**src/rtl/id_ex_stage.sv**
```systemverilog
// rtl/id_ex_stage.sv - ID/EX pipeline register with load-use hazard detection
// Holds on ex_stall, bubbles on flush/hazard/invalid decode, counts load-use bubbles.
module id_ex_stage (
  input  logic        clk,
  input  logic        rst,
  input  logic        id_valid,
  input  logic [31:0] id_pc,
  input  logic [31:0] id_rs1_data,
  input  logic [31:0] id_rs2_data,
  input  logic [31:0] id_imm,
  input  logic [4:0]  id_rs1,
  input  logic [4:0]  id_rs2,
  input  logic [4:0]  id_rd,
  input  logic [2:0]  id_funct3,
  input  logic        id_funct30,
  input  logic        RegWrite,
  input  logic        MemtoReg,
  input  logic        MemRead,
  input  logic        MemWrite,
  input  logic        ALUSrc,
  input  logic        Branch,
  input  logic [1:0]  ALUop,
  input  logic        flush,
  input  logic        ex_stall,
  output logic        ex_valid,
  output logic [31:0] ex_pc,
  output logic [31:0] ex_rs1_data,
  output logic [31:0] ex_rs2_data,
  output logic [31:0] ex_imm,
  output logic [4:0]  ex_rs1,
  output logic [4:0]  ex_rs2,
  output logic [4:0]  ex_rd,
  output logic [2:0]  ex_funct3,
  output logic        ex_funct30,
  output logic        ex_RegWrite,
  output logic        ex_MemtoReg,
  output logic        ex_MemRead,
  output logic        ex_MemWrite,
  output logic        ex_ALUSrc,
  output logic        ex_Branch,
  output logic [1:0]  ex_ALUop,
  output logic        pc_write,
  output logic        ifid_write,
  output logic        load_use_stall,
  output logic [15:0] hazard_cnt
);

  logic load_bubble;
  logic load_instr;
  logic count_hazard;

  // rs2 is compared even for instructions that do not read it; a spurious stall is safe
  assign load_use_stall = ex_valid & ex_MemRead & (ex_rd != 5'd0) & id_valid &
                          ((ex_rd == id_rs1) | (ex_rd == id_rs2));

  assign pc_write   = flush | ~(load_use_stall | ex_stall);
  assign ifid_write = flush | ~(load_use_stall | ex_stall);

  assign load_bubble  = flush | (~ex_stall & (load_use_stall | ~id_valid));
  assign load_instr   = ~flush & ~ex_stall & ~load_use_stall & id_valid;
  assign count_hazard = ~flush & ~ex_stall & load_use_stall;

  always_ff @(posedge clk or posedge rst) begin
    if (rst) begin
      ex_valid    <= 1'b0;
      ex_pc       <= 32'd0;
      ex_rs1_data <= 32'd0;
      ex_rs2_data <= 32'd0;
      ex_imm      <= 32'd0;
      ex_rs1      <= 5'd0;
      ex_rs2      <= 5'd0;
      ex_rd       <= 5'd0;
      ex_funct3   <= 3'd0;
      ex_funct30  <= 1'b0;
      ex_RegWrite <= 1'b0;
      ex_MemtoReg <= 1'b0;
      ex_MemRead  <= 1'b0;
      ex_MemWrite <= 1'b0;
      ex_ALUSrc   <= 1'b0;
      ex_Branch   <= 1'b0;
      ex_ALUop    <= 2'b00;
    end else if (load_bubble) begin
      ex_valid    <= 1'b0;
      ex_pc       <= 32'd0;
      ex_rs1_data <= 32'd0;
      ex_rs2_data <= 32'd0;
      ex_imm      <= 32'd0;
      ex_rs1      <= 5'd0;
      ex_rs2      <= 5'd0;
      ex_rd       <= 5'd0;
      ex_funct3   <= 3'd0;
      ex_funct30  <= 1'b0;
      ex_RegWrite <= 1'b0;
      ex_MemtoReg <= 1'b0;
      ex_MemRead  <= 1'b0;
      ex_MemWrite <= 1'b0;
      ex_ALUSrc   <= 1'b0;
      ex_Branch   <= 1'b0;
      ex_ALUop    <= 2'b00;
    end else if (load_instr) begin
      ex_valid    <= 1'b1;
      ex_pc       <= id_pc;
      ex_rs1_data <= id_rs1_data;
      ex_rs2_data <= id_rs2_data;
      ex_imm      <= id_imm;
      ex_rs1      <= id_rs1;
      ex_rs2      <= id_rs2;
      ex_rd       <= id_rd;
      ex_funct3   <= id_funct3;
      ex_funct30  <= id_funct30;
      ex_RegWrite <= RegWrite;
      ex_MemtoReg <= MemtoReg;
      ex_MemRead  <= MemRead;
      ex_MemWrite <= MemWrite;
      ex_ALUSrc   <= ALUSrc;
      ex_Branch   <= Branch;
      ex_ALUop    <= ALUop;
    end
  end

  always_ff @(posedge clk or posedge rst) begin
    if (rst) begin
      hazard_cnt <= 16'd0;
    end else if (count_hazard && (hazard_cnt != 16'hFFFF)) begin
      hazard_cnt <= hazard_cnt + 16'd1;
    end
  end

endmodule

```
**config.mk**
```make
export PLATFORM = sky130hd
export DESIGN_NAME = id_ex_stage
export DESIGN_NICKNAME = d
export VERILOG_FILES = /design/src/rtl/id_ex_stage.sv
export SDC_FILE = /design/constraint.sdc
export NUM_CORES = 1
export LEC_CHECK = 0
export CORE_AREA = 4 4 127 129
export CTS_BUF_LIST = sky130_fd_sc_hd__clkbuf_8
export DETAILED_ROUTE_END_ITERATION = 12
export DIE_AREA = 0 0 131 133
export DONT_BUFFER_PORTS = 1
export GPL_ROUTABILITY_DRIVEN = 1
export PLACE_DENSITY_LB_ADDON = 0.08
export RECOVER_POWER = 50
export SLEW_MARGIN = 20
export SYNTH_ARGS = -nofsm -noshare
export SYNTH_HDL_FRONTEND = slang
export SYNTH_SLANG_ARGS = --single-unit
```
**constraint.sdc**
```tcl
create_clock -name clk -period 15.27 [get_ports clk]
set_input_delay 2.2905 -clock clk [delete_from_list [all_inputs] [get_ports clk]]
set_output_delay 2.2905 -clock clk [all_outputs]
set_load 0.02 [all_outputs]
```
Yosys cells after proc, flatten, opt, wreduce, memory -nomap -nowiden
Index checks and enable logic that the tools add are counted.
{"block": "totals", "memories": 0, "ramBits": 0, "latch_bits": 0, "rom_bits": 0, "inputBits": 160, "out_inout_bits": 175, "word_cells": 78, "reg_bits": 172}
{"block": "op_classes", "muxes": 34, "n_bitwise": 19, "mul": 0, "eq_ne": 3, "n_addsub": 1, "n_reduce_logical": 3, "n_shift": 0, "div": 0, "order_cmp": 0}
{"op": "$mux 32", "n": 8}
{"op": "$mux 5", "n": 6}
{"op": "$add 16x1->16 const B", "n": 1}
{"op": "$mux 1", "n": 16}
{"op": "$ne 16x16->1 const B", "n": 1}
{"op": "$eq 5x5->1", "n": 2}
{"op": "$and 1x1->1", "n": 9}
{"op": "$mux 3", "n": 2}
{"op": "$not 1->1", "n": 5}
{"op": "$or 1x1->1", "n": 5}
{"op": "$reduce_bool 5->1", "n": 1}
{"op": "$mux 2", "n": 2}
{"op": "$reduce_bool 2->1", "n": 1}
{"op": "$logic_and 1x1->1", "n": 1}

Depth between registers and ports, before layout
Gate-level depths: netlist of run 1.
{"block": "logic_depth", "word_depth": 9, "depth_mapped": 8, "ltp_nobuf": 7}

Least setup slack after synthesis of run 1
Ideal clock, no wire load.
{"block": "synth_path", "path_type": "in2out", "from": "in id_rs1[2]", "to": "out pc_write", "path_slack_ps": 9273, "t_required_ps": 12980, "n_path_buf": 1, "t_arrival_ps": 3707, "cell_stages": 6, "path_cell_list": "xor2_1 > nor3_1 > a22oi_1 > nor2_1 > o21bai_1 > buf_4"}
{"block": "synth_between", "elab_chain_cells": 6}
{"item": "start: declaration", "line": "11", "rtl": "input logic [4:0] id_rs1,"}
{"item": "$eq 5x5->1", "line": "54", "rtl": "((ex_rd == id_rs1) | (ex_rd == id_rs2));"}
{"item": "$or 1x1->1", "line": "54"}
{"item": "$and 1x1->1", "line": "53", "rtl": "assign load_use_stall = ex_valid & ex_MemRead & (ex_rd != 5'd0) & id_valid &"}
{"item": "net load_use_stall", "line": "44", "rtl": "output logic load_use_stall,"}
{"item": "$or 1x1->1"}
{"item": "$not 1->1"}
{"item": "$or 1x1->1"}
{"item": "end: declaration", "line": "42", "rtl": "output logic pc_write,"}
The timed path passes the listed nets, and every way through them passes these cells.

Worst setup path in the final report of run 1
{"block": "layout_path", "from": "in id_rs1[3]", "to": "out ifid_write"}
{"block": "layout_between", "elab_chain_cells": 6}
{"item": "$eq 5x5->1", "line": "54"}
{"item": "$or 1x1->1", "line": "54"}
{"item": "$and 1x1->1", "line": "53"}
{"item": "net load_use_stall", "line": "44"}
{"item": "$or 1x1->1", "line": "57", "rtl": "assign ifid_write = flush | ~(load_use_stall | ex_stall);"}
{"item": "$not 1->1", "line": "57"}
{"item": "$or 1x1->1", "line": "57"}
{"item": "end: declaration", "line": "43", "rtl": "output logic ifid_write,"}
The timed path passes the listed nets, and every way through them passes these cells.

==> results of run 1 <==
[state kept, by name (all words and copies together) (netlist names)]
signal,flops
ex_valid,1
ex_MemWrite,1
ex_funct3,3
hazard_cnt,16
ex_rs1_data,32
ex_ALUSrc,1
ex_Branch,1
ex_pc,32
ex_rs2_data,32
ex_funct30,1
ex_rd,5
ex_MemtoReg,1
ex_ALUop,2
ex_rs1,5
ex_imm,32
ex_RegWrite,1
ex_MemRead,1
ex_rs2,5
[cells in the mapped netlist, types with 2 or more instances]
cell type | count | area share [%]
dfrtp_1 | 172 | 68
nand3_1 | 5 | 0.39
and4_1 | 2 | 0.28
and2_1 | 2 | 0.20
clkbuf_1 | 17 | 1.0
xnor2_1 | 13 | 1.8
buf_2 | 2 | 0.16
nand4_1 | 6 | 0.59
xor2_1 | 12 | 1.7
nand2_1 | 5 | 0.30
buf_4 | 17 | 2.0
a22o_1 | 155 | 21
nor3_1 | 2 | 0.16
and3_1 | 3 | 0.30
nor2_1 | 5 | 0.30
[cell families after synthesis]
logic type / share of synthesized area, %
XOR/XNOR: 3.44
adder cells (fa/ha/maj): 0.197
flip-flops: 67.7
AO/OA/AOI/OAI: 21.8
multiplexers: 0.177
buffers and inverters: 3.23
AND/OR/NAND/NOR: 3.44
[cell usage in the layout, fill, tap and decap left out, types with 2 or more instances in the layout]
master,n
a22o_1,155
and2_1,2
and3_1,3
and4_1,2
buf_4,5
bufinv_16,2
clkbuf_8,18
clkinv_2,4
clkinvlp_4,2
dfrtp_1,172
inv_6,5
nand2_1,5
nand3_1,5
nand4_1,6
nor2_1,5
nor3_1,2
xnor2_1,13
xor2_1,12
[area by class of cell]
| type | instances | area (um2) | area share [%] |
|---|---|---|---|
| sequential | 172 | 4300 | 63.0 |
| multi-input combinational | 222 | 1860 | 27.2 |
| clock buffer | 18 | 248 | 3.63 |
| tap | 188 | 235 | 3.44 |
| clock inverter | 14 | 143 | 2.09 |
| timing repair buffer | 5 | 37.5 | 0.550 |
| inverter | 1 | 5.00 | 0.0733 |
[per-stage QoR]
step | cells | util, % | hold slack, ns
finish | 620 | 45.4 | 0.642
global route | 620 | 45.4 | 0.668
CTS | 620 | 45.5 | 0.646
detailed placement | 588 | 42.9 | 0.632
global placement | 588 | 42.9 | 0.621
floorplan | 431 | - | 0.593
[worst max-delay path, stage by stage]
cell and delay [ns]:
xor2_1 0.15, nor2_1 0.07, a22oi_1 0.32, nor2_1 0.24, o21bai_1 0.76
[power by group]
group / leakage, uW / total (uW) / internal (uW) / switching (uW)
Clock: 0.000202 / 315 / 151 / 164
Sequential: 0.00235 / 505 / 470 / 34.2
Combinational: 0.000735 / 40.4 / 15.3 / 25.1
Total: 0.00329 / 860 / 636 / 223
[metal layers]
metal	vias to the layer above	wire length, um	track usage [%]
li1	1612	-	-
met1	1911	6240	21.5
met2	250	8240	29.2
met3	23	2030	8.88
met4	0	423	6.63
met5	-	0	0
[path summary, 6_finish.rpt]
check | slack [ns] | cells past startpoint | end | startpoint
worst max-delay path | 9.14 | 5 | ifid_write | id_rs1[3]
worst min-delay path | 0.64 | 1 | hazard_cnt[7]$_DFFE_PP0P_ | hazard_cnt[7]$_DFFE_PP0P_
worst max register to register | 11.64 | 7 | ex_rs2[4]$_DFFE_PP0P_ | ex_rd[1]$_DFFE_PP0P_
worst min register to register | 0.64 | 1 | hazard_cnt[7]$_DFFE_PP0P_ | hazard_cnt[7]$_DFFE_PP0P_
max in group asynchronous | 9.95 | 2 | ex_rs1_data[0]$_DFFE_PP0P_ | rst
min in group asynchronous | 3.00 | 1 | ex_rs1_data[22]$_DFFE_PP0P_ | rst
==> flow_metrics.tcl, run 1 <==
set metrics [dict create \
    required_ns 12.98 \
    post-dp-hpwl_mm 11.9 \
    arrival_ns 3.84 \
    row_count 45 \
    place_congestion 0.746 \
    vias_per_cell 6.12 \
    yosys_register_bits 172 \
    dieHeight_um 133 \
    max_freq_mhz 163 \
    postCtsSetupBuffers 0 \
    power.density_nw_per_um2 126 \
    hold_viol_final 0 \
    grt_max_degree 99 \
    finalPower_uw 860 \
    synth.avg_cell_area_um2 14.8 \
    worstSetupPathType "in2out" \
    cp-end-kind "primary output" \
    nNetsFinal 580 \
    leakage_uw 0.00329 \
    syn-num-nets 592 \
    ir_drop_uv 44.4 \
    path_clk_slew_ns 0.09 \
    synth.distinct_cells 28 \
    place_area_um2 6440 \
    ctsHoldBuffers 0 \
    setup_viol 0 \
    slew_headroom_pct -183 \
    final_layout_size_suffix_gt1_share_pct 9.49 \
    synth_cells 431 \
    synth_area_um2 6360 \
    diodes 0 \
    clockBufferDepth 2 \
    drv_cap 1 \
    grt_usage_pct 18.4 \
    htreeDepth 4 \
    post-place-ws_ns 9.10 \
    crit_fanout 3 \
    grt_antenna_before_repair 0 \
    status "complete, but fails checks" \
    maxSlewViolCount 99 \
    clkSinkCount 172 \
    wl_per_cell_um 27.3 \
    drc 0 \
    cts_made_buffers 17 \
    portBuffers 0 \
    ios 335 \
    tns_ns 0 \
    antenna_left 0 \
    dieWidth_um 131 \
    synth_top_flop_cell "dfrtp_1" \
    num_vias 3796 \
    worst_slew_pin_slew_ns 4.23 \
    fillerInstances 1326 \
    post_cts_resized 0 \
    cts_tree "done" \
    die_area_um2 17400 \
    synth_edf_count 0 \
    async_flop_share_pct 100 \
    rsz0062_at_grt "false" \
    initial_utilization_pct 42.3 \
    yosysWarnings 0 \
    wl_mm 16.9 \
    grt_first_pass_wirelength_mm 24.0 \
    violations "max-capacitance violations, max-slew violations" \
    dr.first_iter.drc_count 247 \
    setup_ws_ns 9.14 \
    start_kind "input pin" \
    cts-root-buf "clkbuf_8" \
    grt_remaining_overflow 0 \
    clock_latency_ns 0.44 \
    grt_pass1_vias 3900 \
    fin_crit_sh_pct 40.2 \
    ys_seq_area_share_pct 67.7 \
    min_path_type "reg2reg" \
    drt_pre_antenna_iters 6 \
    period_minus_slack_ns 6.13 \
    design.core.area_um2 15000 \
    clock-skew-final_ns 0.0123 \
    postLayoutCellArea_um2 6830 \
    syn2layout_area_growth_pct 7.40 \
]
No activity file was read; power rests on OpenSTA's default activity.
==> inputs of run 2 (changes only) <==
Settings changed: ABC_AREA set to 1, CORE_AREA 4 4 127 129 to 4 4 129 131, DIE_AREA 0 0 131 133 to 0 0 133 135.
Clock period 15.27 ns to 5.06 ns, I/O delays scaled along.
==> run 2 against run 1 <==
Compared with the run above:
- the run still ends with max-capacitance violations, max-slew violations left
- wire length is 38% higher
- global-route usage is 6.8 points higher
- sequential power grew to 3.0 times the previous value
- critical endpoint is now pc_write
- largest cell class unchanged
==> flow_metrics.tcl, run 2 <==
set metrics [dict create \
    ctsHoldBuffers 0 \
    status "complete, but fails checks" \
    clock_latency_ns 0.45 \
    yosysMostFrequentCell "nand2_1" \
    yosys.area.top_type_share_pct 54.3 \
    leakage_uw 0.00429 \
    synth_cells 896 \
    tns_ns 0 \
    fin_crit_sh_pct 72.8 \
    diodes 0 \
    worst_slew_pin_slew_ns 2.99 \
    worstSetupPathType "reg2out" \
    clock-skew-final_ns 0.0142 \
    grt_first_pass_wirelength_mm 35.9 \
    syn2layout_area_growth_pct 3.88 \
    wl_mm 23.3 \
    portBuffers 0 \
    design.core.area_um2 15600 \
    final_layout_size_suffix_gt1_share_pct 6.03 \
    critPathBufInv 3 \
    place_congestion 0.896 \
    maxSlewViolCount 57 \
    dp_cells 1029 \
    postCtsSetupBuffers 0 \
    slowest_stage "dfrtp_1" \
    cts_made_buffers 17 \
    final_cells 1062 \
    die_area_um2 18000 \
    grt_antenna_before_repair 0 \
    wl_per_cell_um 22.0 \
    clkSinkCount 172 \
    row_count 46 \
    required_ns 4.30 \
    grt_pass1_vias 6307 \
    vias_per_cell 6.12 \
    violations "max-capacitance violations, max-slew violations" \
    drv_cap 1 \
    max_freq_mhz 271 \
    syn-num-nets 1057 \
    dr.first_iter.drc_count 535 \
    htreeDepth 4 \
    synth_area_um2 7920 \
    clockBufferDepth 2 \
    ir_drop_uv 212 \
    netlist_top_cells_count "nand2_1 (231), nand3_1 (179), dfrtp_1 (172), nand4_1 (157), clkbuf_1 (51)" \
    ios 335 \
    path_delay_family "simple AND/OR/NAND/NOR gates" \
    min_path_type "in2async" \
    postLayoutCellArea_um2 8230 \
    synthTopCellsByArea "dfrtp_1 (54%), nand4_1 (12%), nand3_1 (11%), nand2_1 (11%), buf_6 (2.6%)" \
    arrival_ns 2.92 \
    nNetsFinal 994 \
    layout_commonest_cell "nand2_1" \
    r2r.worst_path.cells 9 \
    worstReg2RegStart "ex_rd[0]$_DFFE_PP0P_" \
    yosys_register_bits 172 \
    yosysWarnings 0 \
    hold_viol_final 0 \
    start_kind "register" \
    cp-end-kind "primary output" \
    setup_ws_ns 1.38 \
    antenna_left 0 \
    cp_slowest_stage_delay_ns 0.59 \
    synth_top_area_cell "dfrtp_1" \
    layout_common_cells "nand2_1 (231), nand3_1 (179), dfrtp_1 (172)" \
    synth_top_flop_cell "dfrtp_1" \
    synth_edf_count 0 \
    slew_headroom_pct -99.5 \
    power.density_nw_per_um2 333 \
    num_vias 6498 \
    grt_usage_pct 25.2 \
    drt_pre_antenna_iters 6 \
    grt_max_degree 159 \
    period_minus_slack_ns 3.68 \
    crit_fanout 81 \
    dieHeight_um 135 \
    fillerInstances 1468 \
    cts_tree "done" \
    post-place-ws_ns 1.68 \
    r2r_end "ex_rs2_data[16]$_DFFE_PP0P_" \
    drc 0 \
    ys_seq_area_share_pct 54.3 \
    post-dp-hpwl_mm 15.3 \
    dieWidth_um 133 \
    synth.avg_cell_area_um2 8.84 \
    cts-root-buf "clkbuf_8" \
    post_cts_resized 0 \
    worstPathCellList "inv_2 > nand2_1 > nand2_1 > nor2_1 > nand3_1 > nand2_2 > nand2_4 > inv_2 > o21ai_0 > buf_4" \
    grt_remaining_overflow 0 \
    place_area_um2 7780 \
    async_flop_share_pct 100 \
    setup_viol 0 \
    synth.distinct_cells 22 \
    initial_utilization_pct 50.8 \
    path_clk_slew_ns 0.09 \
    rsz0062_at_grt "false" \
    r2r_slack_ns 2.22 \
]
[run 2: worst max path at each step]
stage                               startpoint                         end  slack, ns  depth (start not counted)
after floorplan                            rst       ex_ALUSrc$_DFFE_PP0P_       2.10                          1
after global placement               id_rs2[0]                    pc_write       1.71                         10
after detailed placement             id_rs2[0]                    pc_write       1.68                         10
after CTS                 ex_rd[4]$_DFFE_PP0P_                    pc_write       1.30                         10
after global routing                       rst  hazard_cnt[13]$_DFFE_PP0P_       0.77                          2
final                     ex_rd[4]$_DFFE_PP0P_                    pc_write       1.38                         10
[run 2: final cells by class]
class,count,area (um2),share of cell area (%)
clock inverter,13,186,2.27
clock buffer,19,262,3.18
multi-input combinational,615,3070,37.3
sequential,172,4300,52.3
timing repair buffer,8,65.1,0.791
tap,216,270,3.28
inverter,19,75.1,0.912
[run 2: where the power goes]
part / internal [uW] / total [uW] / leakage (uW) / switching, uW
Combinational: 38.4 / 137 / 0.00172 / 98.4
Clock: 569 / 1080 / 0.000227 / 507
Sequential: 1420 / 1520 / 0.00235 / 105
Total: 2030 / 2740 / 0.00429 / 710
[run 2: metal layers]
layer	wire length (um)	GRT usage, %	up-vias
met5	0	0	-
met4	707	10.8	0
met2	11700	40.0	361
met3	2500	8.76	47
met1	8440	31.5	3111
li1	-	-	2979
[run 2: cell families (layout without fill, tap and decap cells)]
group | Yosys count | in the layout | share of synthesized area [%]
buf+inv | 109 | 59 | 7.04
fa+ha+maj | 1 | 1 | 0.158
xor+xnor | 16 | 16 | 1.77
flops | 172 | 172 | 54.3
compound gates | 2 | 2 | 0.300
simple gates | 596 | 596 | 36.4
[run 2: through the flow]
step           power (uW)  utilization, %  hold WS, ns
2_1_floorplan        1680               -        0.615
3_3_place_gp         1690            49.9        0.636
3_5_place_dp         1690            49.9        0.637
4_1_cts              2770            52.8        0.401
5_1_grt              2850            52.8        0.364
6_report             2740            52.8        0.328
==> inputs of run 3 (changes only) <==
Clock period 5.06 ns to 3.11 ns, I/O delays scaled along.
==> run 3 against run 2 <==
Compared with the run above:
- the run still ends with max-capacitance violations, max-slew violations left
- non-clock buffer count is 2 lower
- clock power is 57% higher
- critical path depth stayed put
- design area hardly changed
- first-iteration DRC count is 2.4% higher
- sequential share of layout area hardly changed
- critical endpoint unchanged
- highest routed layer unchanged
==> flow_metrics.tcl, run 3 (same netlist as run 2, synthesis figures left out) <==
set metrics [dict create \
    place_congestion 0.825 \
    arrival_ns 2.28 \
    worstPathCellList "inv_1 > nand2_1 > nand2_1 > nor2_1 > nand3_1 > nand2_2 > nand2_4 > inv_2 > o21ai_0 > buf_4" \
    layout_commonest_cell "nand2_1" \
    dieHeight_um 135 \
    cts-root-buf "clkbuf_8" \
    path_clk_slew_ns 0.09 \
    hold_depth 2 \
    worst_slew_pin_slew_ns 2.30 \
    r2r.worst_path.cells 9 \
    clock-skew-final_ns 0.0116 \
    place_area_um2 7830 \
    syn2layout_area_growth_pct 3.90 \
    wl_per_cell_um 21.7 \
    setup_viol 0 \
    r2r_slack_ns 0.99 \
    max_freq_mhz 365 \
    layout_common_cells "nand2_1 (231), nand3_1 (179), dfrtp_1 (172)" \
    period_minus_slack_ns 2.74 \
    worstSetupPathType "reg2out" \
    drt_pre_antenna_iters 5 \
    nNetsFinal 992 \
    fillerInstances 1447 \
    worstReg2RegStart "hazard_cnt[0]$_DFFE_PP0P_" \
    diodes 0 \
    cts_made_buffers 17 \
    finalPower_uw 4400 \
    final_cells 1060 \
    portBuffers 0 \
    antenna_left 0 \
    clkSinkCount 172 \
    hold_ws_ns 0.156 \
    postCtsSetupBuffers 0 \
    dieWidth_um 133 \
    cp_slowest_stage_delay_ns 0.59 \
    power.density_nw_per_um2 535 \
    dp_cells 1028 \
    fin_crit_sh_pct 88.2 \
    status "complete, but fails checks" \
    die_area_um2 18000 \
    initial_utilization_pct 50.8 \
    grt_pass1_vias 6314 \
    dr.first_iter.drc_count 548 \
    postLayoutCellArea_um2 8230 \
    num_vias 6476 \
    hold_start "ex_stall" \
    slowest_stage "dfrtp_1" \
    wl_mm 23.0 \
    row_count 46 \
    required_ns 2.64 \
    cts_tree "done" \
    grt_usage_pct 24.9 \
    ir_drop_uv 274 \
    ios 335 \
    worst_path_most_repeated_cell "nand2_1" \
    hold_viol_final 0 \
    violations "max-capacitance violations, max-slew violations" \
    htreeDepth 4 \
    post_cts_resized 0 \
    leakage_uw 0.00429 \
    min_to "ex_rs2_data[16]$_DFFE_PP0P_" \
    grt_antenna_before_repair 0 \
    clockBufferDepth 2 \
    min_path_type "in2reg" \
    tns_ns 0 \
    start_kind "register" \
    maxSlewViolCount 174 \
    drv_cap 2 \
    grt_remaining_overflow 0 \
    final_layout_size_suffix_gt1_share_pct 6.04 \
    rsz0062_at_grt "false" \
    drc 0 \
    grt_first_pass_wirelength_mm 35.7 \
    grt_max_degree 159 \
    ctsHoldBuffers 0 \
    slew_headroom_pct -53.2 \
    design.core.area_um2 15600 \
    crit_fanout 18 \
    r2r_end "hazard_cnt[0]$_DFFE_PP0P_" \
    clock_latency_ns 0.45 \
    vias_per_cell 6.11 \
    post-dp-hpwl_mm 14.6 \
    cp-end-kind "primary output" \
]
[run 3: changes by cell type in the layout (fill, tap and decap cells not counted), sizes merged]
cell | before | now
clkinvlp | 2 | 3
clkbuf | 21 | 22
buf | 6 | 4
inv | 22 | 20
clkinv | 4 | 5
bufinv | 4 | 3
[run 3: where the power goes]
part | internal [uW] | total (uW) | switching (uW)
Sequential | 2310 | 2480 | 170
Clock | 868 | 1700 | 831
Combinational | 62.9 | 223 | 160
[run 3: layout make-up]
cell class | count | area (um2) | share of cell area, %
Tap cell | 216 | 270 | 3.28
Sequential cell | 172 | 4300 | 52.3
Timing Repair Buffer | 6 | 77.6 | 0.942
Clock buffer | 20 | 275 | 3.34
Clock inverter | 12 | 161 | 1.96
Inverter | 19 | 75.1 | 0.912
Multi-Input combinational cell | 615 | 3070 | 37.3
[run 3: worst max path at each step]
| stage | depth (start not counted) | start | end | slack [ns] |
|---|---|---|---|---|
| after global routing | 10 | ex_rd[0]$_DFFE_PP0P_ | pc_write | 0.16 |
| final | 10 | ex_rd[0]$_DFFE_PP0P_ | pc_write | 0.37 |
| after detailed placement | 10 | ex_rd[0]$_DFFE_PP0P_ | pc_write | 0.85 |
| after CTS | 10 | ex_rd[0]$_DFFE_PP0P_ | pc_write | 0.34 |
| after global placement | 10 | ex_rd[4]$_DFFE_PP0P_ | pc_write | 0.93 |
| after floorplan | 1 | rst | ex_ALUSrc$_DFFE_PP0P_ | 0.45 |
[run 3: per-stage QoR]
stage / utilization [%] / setup WS [ns]
final: 52.8 / 0.368
after detailed placement: 50.2 / 0.851
after global placement: 50.2 / 0.925
after global routing: 52.8 / 0.156
after floorplan: - / 0.447
after CTS: 53.0 / 0.343
[run 3: routing by layer]
metal / vias up / GRT usage [%] / wire length (um)
met5: - / 0 / 0
li1: 2979 / - / -
met4: 0 / 9.24 / 552
met2: 323 / 41.2 / 11500
met1: 3135 / 29.4 / 8520
met3: 39 / 10.1 / 2480
[run 3: critical path, delay by kind of cell, from the launching register on]
kind	cells	cell delay (ns)
buf+inv	3	0.59
simple gates	6	0.48
compound gates	1	0.15
flops	1	0.59
